==> src/rtl/relu_act_pkg.sv <==
// Shared widths, types and helpers for the quantizing ReLU activation stage.
package relu_act_pkg;

    localparam int unsigned DEF_IN_W  = 12;
    localparam int unsigned DEF_OUT_W = 5;
    localparam int unsigned DEF_SHIFT = 6;
    localparam int unsigned OUT_MAX   = (2 ** DEF_OUT_W) - 1;

    typedef logic signed [DEF_IN_W-1:0] acc_t;
    typedef logic        [DEF_OUT_W-1:0] act_t;

    // Half-LSB bias added before the shift when rounding is enabled.
    function automatic int unsigned round_bias(input int unsigned shift, input int unsigned round);
        return (round != 0 && shift > 0) ? (32'd1 << (shift - 1)) : 32'd0;
    endfunction

endpackage

==> src/rtl/relu_quant_core.sv <==
// Combinational ReLU quantizer: sign clamp, optional rounding, right shift, saturate.
module relu_quant_core
    import relu_act_pkg::*;
#(
    parameter int unsigned IN_W  = DEF_IN_W,
    parameter int unsigned OUT_W = DEF_OUT_W,
    parameter int unsigned SHIFT = DEF_SHIFT,
    parameter int unsigned ROUND = 0
) (
    input  logic [IN_W-1:0]  data,
    output logic [OUT_W-1:0] act_c,
    output logic             sat_c
);

    // One extra bit keeps the rounding add from overflowing.
    localparam int unsigned T_W = IN_W + 1;
    localparam logic [T_W-1:0] BIAS  = T_W'(round_bias(SHIFT, ROUND));
    localparam logic [T_W-1:0] MAX_T = T_W'((2 ** OUT_W) - 1);

    logic [T_W-1:0] t;
    logic [T_W-1:0] s;

    always_comb begin
        t     = {1'b0, data} + BIAS;
        s     = t >> SHIFT;
        act_c = '0;
        sat_c = 1'b0;
        if (!data[IN_W-1]) begin
            if (s > MAX_T) begin
                act_c = OUT_W'(MAX_T);
                sat_c = 1'b1;
            end else begin
                act_c = OUT_W'(s);
            end
        end
    end

endmodule

==> src/rtl/relu_activation.sv <==
// Registered quantizing ReLU stage between the accumulator and the next layer input.
module relu_activation
    import relu_act_pkg::*;
#(
    parameter int unsigned IN_W  = DEF_IN_W,
    parameter int unsigned OUT_W = DEF_OUT_W,
    parameter int unsigned SHIFT = DEF_SHIFT,
    parameter int unsigned ROUND = 0
) (
    input  logic             clk,
    input  logic             rst_n,
    input  logic             in_valid,
    input  logic [IN_W-1:0]  data_in,
    output logic             out_valid,
    output logic [OUT_W-1:0] data_out,
    output logic             sat
);

    logic [OUT_W-1:0] act_c;
    logic             sat_c;

    relu_quant_core #(
        .IN_W  (IN_W),
        .OUT_W (OUT_W),
        .SHIFT (SHIFT),
        .ROUND (ROUND)
    ) u_core (
        .data  (data_in),
        .act_c (act_c),
        .sat_c (sat_c)
    );

    // Result and flag hold while no new input is accepted.
    always_ff @(posedge clk or negedge rst_n) begin
        if (!rst_n) begin
            out_valid <= 1'b0;
            data_out  <= '0;
            sat       <= 1'b0;
        end else begin
            out_valid <= in_valid;
            if (in_valid) begin
                data_out <= act_c;
                sat      <= sat_c;
            end
        end
    end

endmodule

==> config.mk <==
export PLATFORM = sky130hd
export DESIGN_NAME = relu_activation
export DESIGN_NICKNAME = d
export VERILOG_FILES = /design/src/rtl/relu_act_pkg.sv /design/src/rtl/relu_quant_core.sv /design/src/rtl/relu_activation.sv
export SDC_FILE = /design/constraint.sdc
export NUM_CORES = 1
export LEC_CHECK = 0
export BUFFER_PORTS_ARGS = -buffer_cell sky130_fd_sc_hd__buf_2
export CAP_MARGIN = 30
export CORE_AREA = 2 2 39 41
export DETAILED_ROUTE_END_ITERATION = 8
export DIE_AREA = 0 0 41 43
export GPL_TIMING_DRIVEN = 1
export PLACE_DENSITY = 0.56
export SETUP_SLACK_MARGIN = 0.4
export SLEW_MARGIN = 5
export SYNTH_ARGS = -nofsm -noshare
export SYNTH_HDL_FRONTEND = slang
export SYNTH_HIERARCHICAL = 1
export SYNTH_SLANG_ARGS = --single-unit
==> constraint.sdc <==
create_clock -name clk -period 0.8 [get_ports clk]
set_input_delay 0.04 -clock clk [delete_from_list [all_inputs] [get_ports clk]]
set_output_delay 0.04 -clock clk [all_outputs]
set_load 0.01 [all_outputs]
== Word level (Yosys, flattened, before mapping) ==
Cells that the tools add are included.
Word-level totals
  register bits: 7
  word-level logic and storage cells: 8
  output and inout port bits: 7
  input bits: 15
Operators by class
  muxes and demuxes: 4
  order comparisons: 1
Operators by type and width (count)
  $mux 5: 2
  $gt 6x5->1 const B: 1
  $mux 1: 2

== Longest topological paths before layout ==
Gate-level depths: netlist of run 1.
  depth in word-level cells: 3
  gate-level depth with buffers: 2
  mapped depth without buffers: 2

== Hierarchy ==
Netlist of run 1, hierarchy kept.
Modules (own cells, without submodules)
  relu_activation: area each 276.5 um^2, cells each 14, times used 1, seq. area each 175.2 um^2
  relu_quant_core: area each 42.5 um^2, cells each 7, times used 1, seq. area each 0.0 um^2

== Worst setup path after synthesis of run 1 ==
No wires, ideal clock.
  path kind: register -> register
  start: register data_out[0] (netlist name)
  end: register data_out[0]
  buffers on the path: 0
  data required time: 0.675 ns
  cell stages (with the launch flop): 2
  arrival: 0.654 ns
  setup time: 0.125 ns
  path slack: 0.021 ns
  cells stage by stage: dfrtp_1 > mux2_4
RTL lines
  end signal: assignment: line relu_activation.sv:42  | data_out <= act_c;
  end: declaration: line relu_activation.sv:15  | output logic [OUT_W-1:0] data_out,

== Worst setup path in the final report of run 1 ==
  start: register data_out[0]
  end: output data_out[0]
No word-level cell between the ends.

==> results of run 1 <==
layout make-up:
class	count	share of cell area (%)
timing repair buffer	16	19.7
clock buffer	4	6.09
sequential	7	40.6
multi-input combinational	12	29.0
tap	16	4.64
cells by family after synthesis:
kind of cell | count (synthesis) | share of synthesized area, %
DFF | 7 | 54.9
muxes | 6 | 28.2
and+or+nand+nor | 5 | 9.80
buffers and inverters | 2 | 5.88
other | 1 | 1.18
power breakdown:
group,internal [uW],leakage (uW),total (uW),switching (uW)
clock,190,0.0000150,318,127
combinational,83.5,0.000130,144,60.1
sequential,384,0.0000878,399,14.1
cell usage in the layout, fill, tap and decap left out:
cell type       n
buf_2          15
mux2_4          6
conb_1          1
clkbuf_4        3
dlygate4sd3_1   1
dfrtp_1         7
clkbuf_1        1
nor2b_1         5
through the flow:
step           hold slack (ns)  power, uW  TNS [ns]  util, %
2_1_floorplan           -0.256        489         0        -
5_1_grt                 0.0349        897    -0.140     31.2
4_1_cts                 0.0216        878   -0.0615     31.2
6_report                0.0297        860  -0.00738     31.2
3_5_place_dp            -0.120        544         0     28.6
3_3_place_gp            -0.125        543         0     28.6
worst max-delay path by stage:
stage,endpoint,startpoint,cells after the start
floorplan,data_out[0]$_DFFE_PN0P_,data_out[0]$_DFFE_PN0P_,1
global placement,data_out[4]$_DFFE_PN0P_,data_out[4]$_DFFE_PN0P_,1
detailed placement,data_out[4]$_DFFE_PN0P_,data_out[4]$_DFFE_PN0P_,1
CTS,data_out[0],data_out[0]$_DFFE_PN0P_,1
global route,data_out[4],data_out[4]$_DFFE_PN0P_,1
finish,data_out[0],data_out[0]$_DFFE_PN0P_,1
sequential cells by signal (all words and copies together), names as in the netlist:
signal,cells
data_out,5
out_valid,1
sat,1
metal layers:
metal,vias up,part of all wire (%)
li1,102,-
met1,81,52
met2,16,33
met3,0,15
met4,0,0
met5,-,0
what timing repair did:
| item | CTS | global route |
|---|---|---|
| buffers inserted | 0 | 0 |
| hold endpoints to repair | 7 | 0 |
| setup endpoints to repair | 13 | 13 |
| hold buffers | 1 | 0 |
| resized for setup | 0 | 0 |
==> impl_summary.log, run 1 <==
[metrics] CTS clock-pin slew for the worst setup and hold paths: 0.05 ns
[metrics] Post-DP HPWL: 413 um
[metrics] number of port buffers: 15
[metrics] final cycle utilization of the critical path: 100%
[metrics] via count of the first global-routing pass: 196
[metrics] H-tree lvl count: 1
[metrics] share of layout cells above drive strength 1: 61.5%
[metrics] data arrival time of the critical path: 0.76 ns
[metrics] Synth Area per Inst: 15.2 um^2
[metrics] Via-to-Cell Ratio: about 3.6
[metrics] combined flip-flop and latch cell area: 175 um^2
[metrics] Diodes inserted: 0
[metrics] pin count of the biggest net entering global routing: 8
[metrics] Routed Antenna Nets: 0
[metrics] library cell with the largest summed area after synthesis: dfrtp_1
[metrics] placed instance area: 395 um^2
[metrics] delay of the slowest cell on the worst path: roughly 0.38 ns
[metrics] CP Capture Type: primary output
[metrics] TritonCTS clock tree: yes
[metrics] area of the die: 0.00176 mm^2
[metrics] cell family with most CP delay: flip-flops
[metrics] data required time of the worst path: about 0.76 ns
[metrics] die height: 43 um
[metrics] number of search-and-repair iterations in the first detailed-routing pass: 1
[metrics] Routed WL per cell: around 11 um
[metrics] maximum achievable frequency: 1240 MHz
[metrics] Hold Startpoint: in_valid
[metrics] Worst Setup Slack, final: -0.00336 ns
[metrics] most frequent cells after synthesis: 7 x dfrtp_1, 6 x mux2_4, 5 x nor2b_1
[metrics] share of flip-flops with an asynchronous set or reset: 100%
[metrics] footprint of the multi-input gates: roughly 130 um^2
[metrics] Total Wirelength: 601 um
[metrics] post-synth design cell area: approximately 320 um^2
[metrics] post-synthesis cell count: 21
[metrics] type of element launching the critical path: flop
[metrics] violated checks: setup timing
[metrics] GRT Resource Usage Total: 7.53%
[metrics] Max Clock Skew: 0 ns
[metrics] # DRC: 0
[metrics] number of antenna violations at the first check in global routing: 0
[metrics] met3 GRT Util: 1.57%
[metrics] r2r endpoint: data_out[4]$_DFFE_PN0P_
[metrics] startpoint of the worst register-to-register path: data_out[4]$_DFFE_PN0P_
[metrics] Area Overhead vs Synth: 35.3%
[metrics] Cell Count Post-Placement: 50
[metrics] area share of the largest cell type after synthesis: between 50 and 60%
[metrics] top area cells in the synthesized netlist: dfrtp_1 55%, mux2_4 28%, nor2b_1 9.8%
[metrics] worst hold stages: 1
[metrics] Crit-path slowest cell: dfrtp_1
[metrics] Top-Level Pins: 22
[metrics] Max Buffers Root-to-Sink: 2
[metrics] initial detailed-routing violation count: 0
[metrics] global route total overflow: 0
[metrics] worst slack, placed: 0.0465 ns
[metrics] global-route wire length before repair: 841 um
[metrics] fillcell total: 140
[metrics] distinct cell type count after synthesis: 6
[metrics] starting utilization of the core area: 23.1%
[metrics] count leader, synth: dfrtp_1
[metrics] TritonCTS buffer count: 3
[metrics] worst min-delay path category: input port to flop
[metrics] global routing usage on met1: 13.4%
[metrics] reg-to-reg setup timing slack: 0.04 ns
[metrics] setup repair after global routing missed its margin: true
[metrics] clock sinks: 7
[metrics] core footprint: 0.00138 mm^2
[metrics] busiest metal layer after global routing: met1
[metrics] leakage: 0.000233 uW
[metrics] GR Layer Usage met2: between 6 and 7%
[metrics] hold violation total from the final report: 0
[metrics] Final min period: 0.803 ns
[metrics] final instance count without filler cells: 55
[metrics] net count after synthesis: 36
[metrics] RePlAce Congestion: 0.584
[metrics] final count of negative-setup-slack endpoints: 3
[metrics] part of the Yosys area used for sequential elements: 54.9%
[metrics] count of final max-slew check failures: 0
[metrics] insertion delay of the later-clocked pin in the worst-skew pair: ~0.25 ns
[metrics] maximum VDD drop: 0.000840 V
[metrics] total number of vias: just under 200
[metrics] outcome: finished, violations left
[metrics] peak fanout along the critical path: 2
[metrics] Critical Path, Cell by Cell: buf_2
[metrics] power per unit of standard cell area: 1990 mW/mm^2
[metrics] hold worst-path end: out_valid$_DFF_PN0_
[metrics] maximum capacitance violations: 0
[metrics] number of synthesized register bits: 7
[metrics] combined buffer and inverter count along the critical path: 1
[metrics] count of flip-flops with a built-in enable after synthesis: 0
[metrics] number of rows created at floorplan: 14
[metrics] die width: 41 um
[metrics] depth of the worst register-to-register path: 1
[metrics] Syn. warnings: 6
[metrics] category of the critical setup timing path: flop to primary output
[metrics] prevailing post-synth register cell: dfrtp_1
[metrics] Post-Layout Inst Area: about 430 um^2
[metrics] root buf cell: clkbuf_4
[metrics] Final #Nets: 55
Power figures use the tool's default switching activity.
==> run 2, diff against run 1 <==
BUFFER_PORTS_ARGS = default   (was -buffer_cell sky130_fd_sc_hd__buf_2)
DONT_BUFFER_PORTS = 1   (was default)
PLACE_DENSITY = 0.41   (was 0.56)
==> run 2 against run 1 <==
The run ends with hold timing, setup timing left. Core utilization decreased by 0.36 points. Clock-buffer cell count unchanged. Sequential power up 2%. Global-route usage rose by 1.3 points. Cell count fell by 16%. Register-to-register slack got worse by 0.02 ns. Critical path depth unchanged. Wire length increased by 4.7%. Clock skew did not move. Non-clock buffer count fell by 9. Largest cell class unchanged. Largest power group unchanged.
==> impl_summary.log, run 2 (synthesized netlist as in run 1, its figures left out) <==
[metrics] outcome: finished, violations left
[metrics] violated checks: hold timing, setup timing
[metrics] global-route wire length before repair: about 960 um
[metrics] Top-Level Pins: 22
[metrics] Worst Setup Slack, final: -0.00818 ns
[metrics] most flop-heavy register: data_out
[metrics] Tot Pwr: 864 uW
[metrics] RePlAce Congestion: ~0.6
[metrics] depth of the worst register-to-register path: 1
[metrics] Critical Path, Cell by Cell: buf_6
[metrics] placed instance area: between 300 and 400 um^2
[metrics] switching pwr: 190 uW
[metrics] Crit-path slowest cell: dfrtp_1
[metrics] category of the critical setup timing path: flop to primary output
[metrics] maximum capacitance violations: 0
[metrics] design internal power: ~670 uW
[metrics] number of search-and-repair iterations in the first detailed-routing pass: 1
[metrics] H-tree lvl count: 1
[metrics] TritonCTS clock tree: yes
[metrics] maximum VDD drop: about 0.0006 V
[metrics] Max Buffers Root-to-Sink: 2
[metrics] final hold slack: -0.248 ns
[metrics] peak fanout along the critical path: 2
[metrics] Diodes inserted: 0
[metrics] buffer count from post-CTS setup fixing: 0
[metrics] Via-to-Cell Ratio: 3.93
[metrics] Area Overhead vs Synth: 33.7%
[metrics] leakage: 0.000215 uW
[metrics] Routed WL per cell: ~14 um
[metrics] Max Clock Skew: 0 ns
[metrics] power per unit of standard cell area: between 2000 and 2500 mW/mm^2
[metrics] Final min period: 0.808 ns
[metrics] CP Capture Type: primary output
[metrics] root buf cell: clkbuf_4
[metrics] fillcell total: around 150
[metrics] die width: 41 um
[metrics] CTS clock-pin slew for the worst setup and hold paths: approximately 0.05 ns
[metrics] final count of negative-setup-slack endpoints: 2
[metrics] clock sinks: 7
[metrics] initial detailed-routing violation count: 0
[metrics] hold violation total from the final report: 14
[metrics] data required time of the worst path: approximately 0.76 ns
[metrics] Post-Layout Inst Area: ~430 um^2
[metrics] core footprint: 0.00138 mm^2
[metrics] die height: 43 um
[metrics] worst min-delay path category: input port to async pin
[metrics] type of element launching the critical path: flop
[metrics] registers with the highest flip-flop counts: data_out (5), out_valid (1), sat (1)
[metrics] count of final max-slew check failures: 0
[metrics] TritonCTS buffer count: 3
[metrics] data arrival time of the critical path: approximately 0.77 ns
[metrics] number of antenna violations at the first check in global routing: 0
[metrics] cell family with most CP delay: flip-flops
[metrics] combinational share of power: 16.3%
[metrics] starting utilization of the core area: ~23%
[metrics] part of the total power dissipated in the clock network: 36.5%
[metrics] Final #Nets: 46
[metrics] switching power as a share of total power: between 20% and 30%
[metrics] # DRC: 0
[metrics] via count of the first global-routing pass: 212
[metrics] number of flip-flops under the largest register name: 5
[metrics] combined buffer and inverter count along the critical path: 1
[metrics] GRT Resource Usage Total: 8.86%
[metrics] pin count of the biggest net entering global routing: 8
[metrics] commonest cells after routing, fill and taps aside: 7 x dfrtp_1, 6 x mux2_4, 6 x buf_6, 5 x nor2b_1, 3 x clkbuf_4
[metrics] number of stages on the worst setup path: 1
[metrics] global route total overflow: 0
[metrics] Total Wirelength: 629 um
[metrics] setup repair after global routing missed its margin: true
[metrics] Routed Antenna Nets: 0
[metrics] share of layout cells above drive strength 1: 50.0%
[metrics] sequential group share of total power: 47.2%
[metrics] number of rows created at floorplan: 14
[metrics] leading cell type in the layout, fill and taps excluded: dfrtp_1
[metrics] delay of the slowest cell on the worst path: 0.39 ns
[metrics] area of the die: roughly 0.0018 mm^2
[metrics] Final Core Density: 30.8%
[metrics] insertion delay of the later-clocked pin in the worst-skew pair: about 0.25 ns
[metrics] maximum achievable frequency: 1240 MHz
[metrics] total number of vias: 181
[metrics] number of port buffers: 0
[metrics] hold-fix buffers at CTS: 1
[metrics] worst slack, placed: around 0.038 ns
[metrics] final cycle utilization of the critical path: 101%
run 2: cell types whose count changed in the layout (fill, tap and decap cells not counted):
cell            change
buf_2              -15
buf_6               +6
dlygate4sd3_1       -1
dlymetal6s4s_1      +1
run 2: layout make-up:
type	instances	area (um^2)	area share [%]
Sequential cell	7	175	41.1
Multi-Input combinational cell	12	125	29.3
Timing Repair Buffer	7	80.1	18.8
Clock buffer	4	26.3	6.16
Tap cell	16	20.0	4.69
run 2: path summary, 6_finish.rpt:
check	from	to	slack, ns
worst max-delay path	data_out[1]$_DFFE_PN0P_	data_out[1]	-0.008
worst min-delay path	rst_n	data_out[0]$_DFFE_PN0P_	-0.25
worst max register to register	data_out[1]$_DFFE_PN0P_	data_out[1]$_DFFE_PN0P_	0.02
worst min register to register	data_out[4]$_DFFE_PN0P_	data_out[4]$_DFFE_PN0P_	0.53
min in group clk	in_valid	out_valid$_DFF_PN0_	-0.18
max in group asynchronous	rst_n	data_out[4]$_DFFE_PN0P_	0.79
run 2: repair_timing:
action,CTS,global route
resized for setup,6,1
endpoints found under the hold margin,14,14
pin swaps,0,0
endpoints found under the setup margin,13,20
run 2: power by group through the flow:
stage          Combinational [uW]  Sequential (uW)  Clock (uW)
2_1_floorplan                69.2              420           0
3_3_place_gp                  115              407           0
3_5_place_dp                  115              409           0
4_1_cts                       143              408         341
5_1_grt                       152              411         366
6_report                      141              408         315
run 2: per-stage QoR:
step,cells,setup TNS [ns]
global route,46,-0.248
CTS,46,-0.0988
floorplan,21,0
detailed placement,41,0
finish,46,-0.0137
global placement,41,0
run 2: per-layer routing:
metal | part of all wire, % | GRT usage, %
met1 | 41 | 9.09
met2 | 51 | 11.9
met3 | 8.1 | 8.38
met4 | 0 | 4.00
met5 | 0 | 0
==> run 3, diff against run 2 <==
CORE_AREA = 4 4 41 43   (was 2 2 39 41)
DIE_AREA = 0 0 45 47   (was 0 0 41 43)
==> run 3 against run 2 <==
Maximum frequency rose by 0.43%. Clock-buffer cell count unchanged. Largest power group unchanged. Power is 0.13% higher. The flow still finishes with violations (hold timing, setup timing). Core utilization grew 1.9 points. Die area up 20%. Critical path depth did not move.
==> impl_summary.log, run 3 (synthesized netlist as in run 1, its figures left out) <==
[metrics] number of flip-flops under the largest register name: 5
[metrics] combined buffer and inverter count along the critical path: 1
[metrics] root buf cell: clkbuf_4
[metrics] Max Buffers Root-to-Sink: 2
[metrics] Routed WL per cell: 12.4 um
[metrics] leakage: about 0.00022 uW
[metrics] Final min period: 0.805 ns
[metrics] number of rows created at floorplan: 13
[metrics] global route total overflow: 0
[metrics] peak fanout along the critical path: 2
[metrics] Total Wirelength: 559 um
[metrics] fillcell total: 149
[metrics] cell family with most CP delay: flip-flops
[metrics] Final #Nets: 46
[metrics] data arrival time of the critical path: 0.76 ns
[metrics] CTS clock-pin slew for the worst setup and hold paths: approximately 0.060 ns
[metrics] GRT Resource Usage Total: 6.53%
[metrics] Routed Antenna Nets: 0
[metrics] hold violation total from the final report: 14
[metrics] initial detailed-routing violation count: 0
[metrics] count of final max-slew check failures: 0
[metrics] core footprint: between 0.001 and 0.0015 mm^2
[metrics] final hold slack: -0.258 ns
[metrics] Worst Setup Slack, final: -0.00473 ns
[metrics] maximum VDD drop: around 0.00066 V
[metrics] Diodes inserted: 0
[metrics] Routed met3 length: roughly 87 um
[metrics] violated checks: hold timing, setup timing
[metrics] post-route met1 wirelength: 215 um
[metrics] die height: 47 um
[metrics] Detail Route met2 WL: 257 um
[metrics] Top-Level Pins: 22
[metrics] # DRC: 0
[metrics] worst min-delay path category: input port to async pin
[metrics] category of the critical setup timing path: flop to primary output
[metrics] Max Clock Skew: 0 ns
[metrics] starting utilization of the core area: 24.5%
[metrics] pin count of the biggest net entering global routing: 8
[metrics] number of search-and-repair iterations in the first detailed-routing pass: 1
[metrics] hold-fix buffers at CTS: 1
[metrics] buffer count from post-CTS setup fixing: 0
[metrics] TritonCTS buffer count: 3
[metrics] type of element launching the critical path: flop
[metrics] aggregate negative setup slack: -0.0126 ns
[metrics] final instance count without filler cells: 45
[metrics] insertion delay of the later-clocked pin in the worst-skew pair: between 0.2 and 0.3 ns
[metrics] Critical Path, Cell by Cell: buf_6
[metrics] delay of the slowest cell on the worst path: 0.39 ns
[metrics] H-tree lvl count: 1
[metrics] TritonCTS clock tree: yes
[metrics] most flop-heavy register: data_out
[metrics] global-route wire length before repair: 862 um
[metrics] share of layout cells above drive strength 1: 50.0%
[metrics] total number of vias: 180
[metrics] outcome: finished, violations left
[metrics] maximum capacitance violations: 0
[metrics] Area Overhead vs Synth: 33.3%
[metrics] Crit-path slowest cell: dfrtp_1
[metrics] clock sinks: 7
[metrics] CP Capture Type: primary output
[metrics] leading cell type in the layout, fill and taps excluded: dfrtp_1
[metrics] number of port buffers: 0
[metrics] die width: 45 um
[metrics] setup repair after global routing missed its margin: true
[metrics] registers with the highest flip-flop counts: data_out (5), out_valid (1), sat (1)
[metrics] final cycle utilization of the critical path: 101%
[metrics] RePlAce Congestion: 0.610
[metrics] Via-to-Cell Ratio: 4.00
[metrics] data required time of the worst path: 0.76 ns
[metrics] uppermost layer routed: met3
[metrics] final count of negative-setup-slack endpoints: 5
[metrics] Cell Count Post-Placement: 40
[metrics] area of the die: 0.00212 mm^2
[metrics] maximum achievable frequency: 1240 MHz
[metrics] power per unit of standard cell area: 2030 mW/mm^2
[metrics] via count of the first global-routing pass: 185
[metrics] number of antenna violations at the first check in global routing: 0
[metrics] commonest cells after routing, fill and taps aside: 7 x dfrtp_1, 6 x mux2_4, 6 x buf_6, 5 x nor2b_1, 3 x clkbuf_4
run 3: cell counts in the layout (fill, tap and decap cells not counted):
No cell type changed its count.
run 3: per-layer routing:
metal	global-route usage (%)	up-vias
li1	-	83
met1	7.21	84
met2	8.19	13
met3	4.98	0
met4	5.26	0
met5	0	-
run 3: area by class of cell:
type                            instances  area (um^2)  share of cell area [%]
Clock buffer                            4         26.3                    6.18
Sequential cell                         7          175                    41.2
Timing Repair Buffer                    7         80.1                    18.8
Multi-Input combinational cell         12          125                    29.4
Tap cell                               15         18.8                    4.41
run 3: power by group:
group	switching, uW	total, uW	internal [uW]
logic	39.7	140	100
clock network	128	318	190
registers	22.7	407	385
run 3: worst paths after layout:
path	from	to	slack, ns	depth (start not counted)
max in group asynchronous	rst_n	data_out[3]$_DFFE_PN0P_	0.81	1
setup / recovery	data_out[4]$_DFFE_PN0P_	data_out[4]	-0.005	1
min in group clk	in_valid	out_valid$_DFF_PN0_	-0.18	0
hold reg to reg	sat$_DFFE_PN0P_	sat$_DFFE_PN0P_	0.54	1
hold / removal	rst_n	sat$_DFFE_PN0P_	-0.26	1
setup reg to reg	data_out[1]$_DFFE_PN0P_	data_out[1]$_DFFE_PN0P_	0.02	1
run 3: timing repair:
| item | 4_1_cts | 5_1_grt |
|---|---|---|
| pin swaps | 0 | 0 |
| endpoints found under the setup margin | 13 | 20 |
| endpoints found under the hold margin | 14 | 14 |
| gates resized for setup | 6 | 1 |
run 3: metrics by stage:
stage / hold WS, ns / total power, uW / setup WS [ns] / instance area [um^2] / utilization (%)
after floorplan: -0.256 / 489 / 0.0207 / 319 / -
after global placement: -0.255 / 522 / 0.0562 / 364 / 28.0
after detailed placement: -0.255 / 524 / 0.0482 / 364 / 28.0
after CTS: -0.189 / 887 / -0.0176 / 423 / 32.5
after global routing: -0.252 / 929 / -0.0502 / 425 / 32.7
final: -0.258 / 866 / -0.00473 / 425 / 32.7
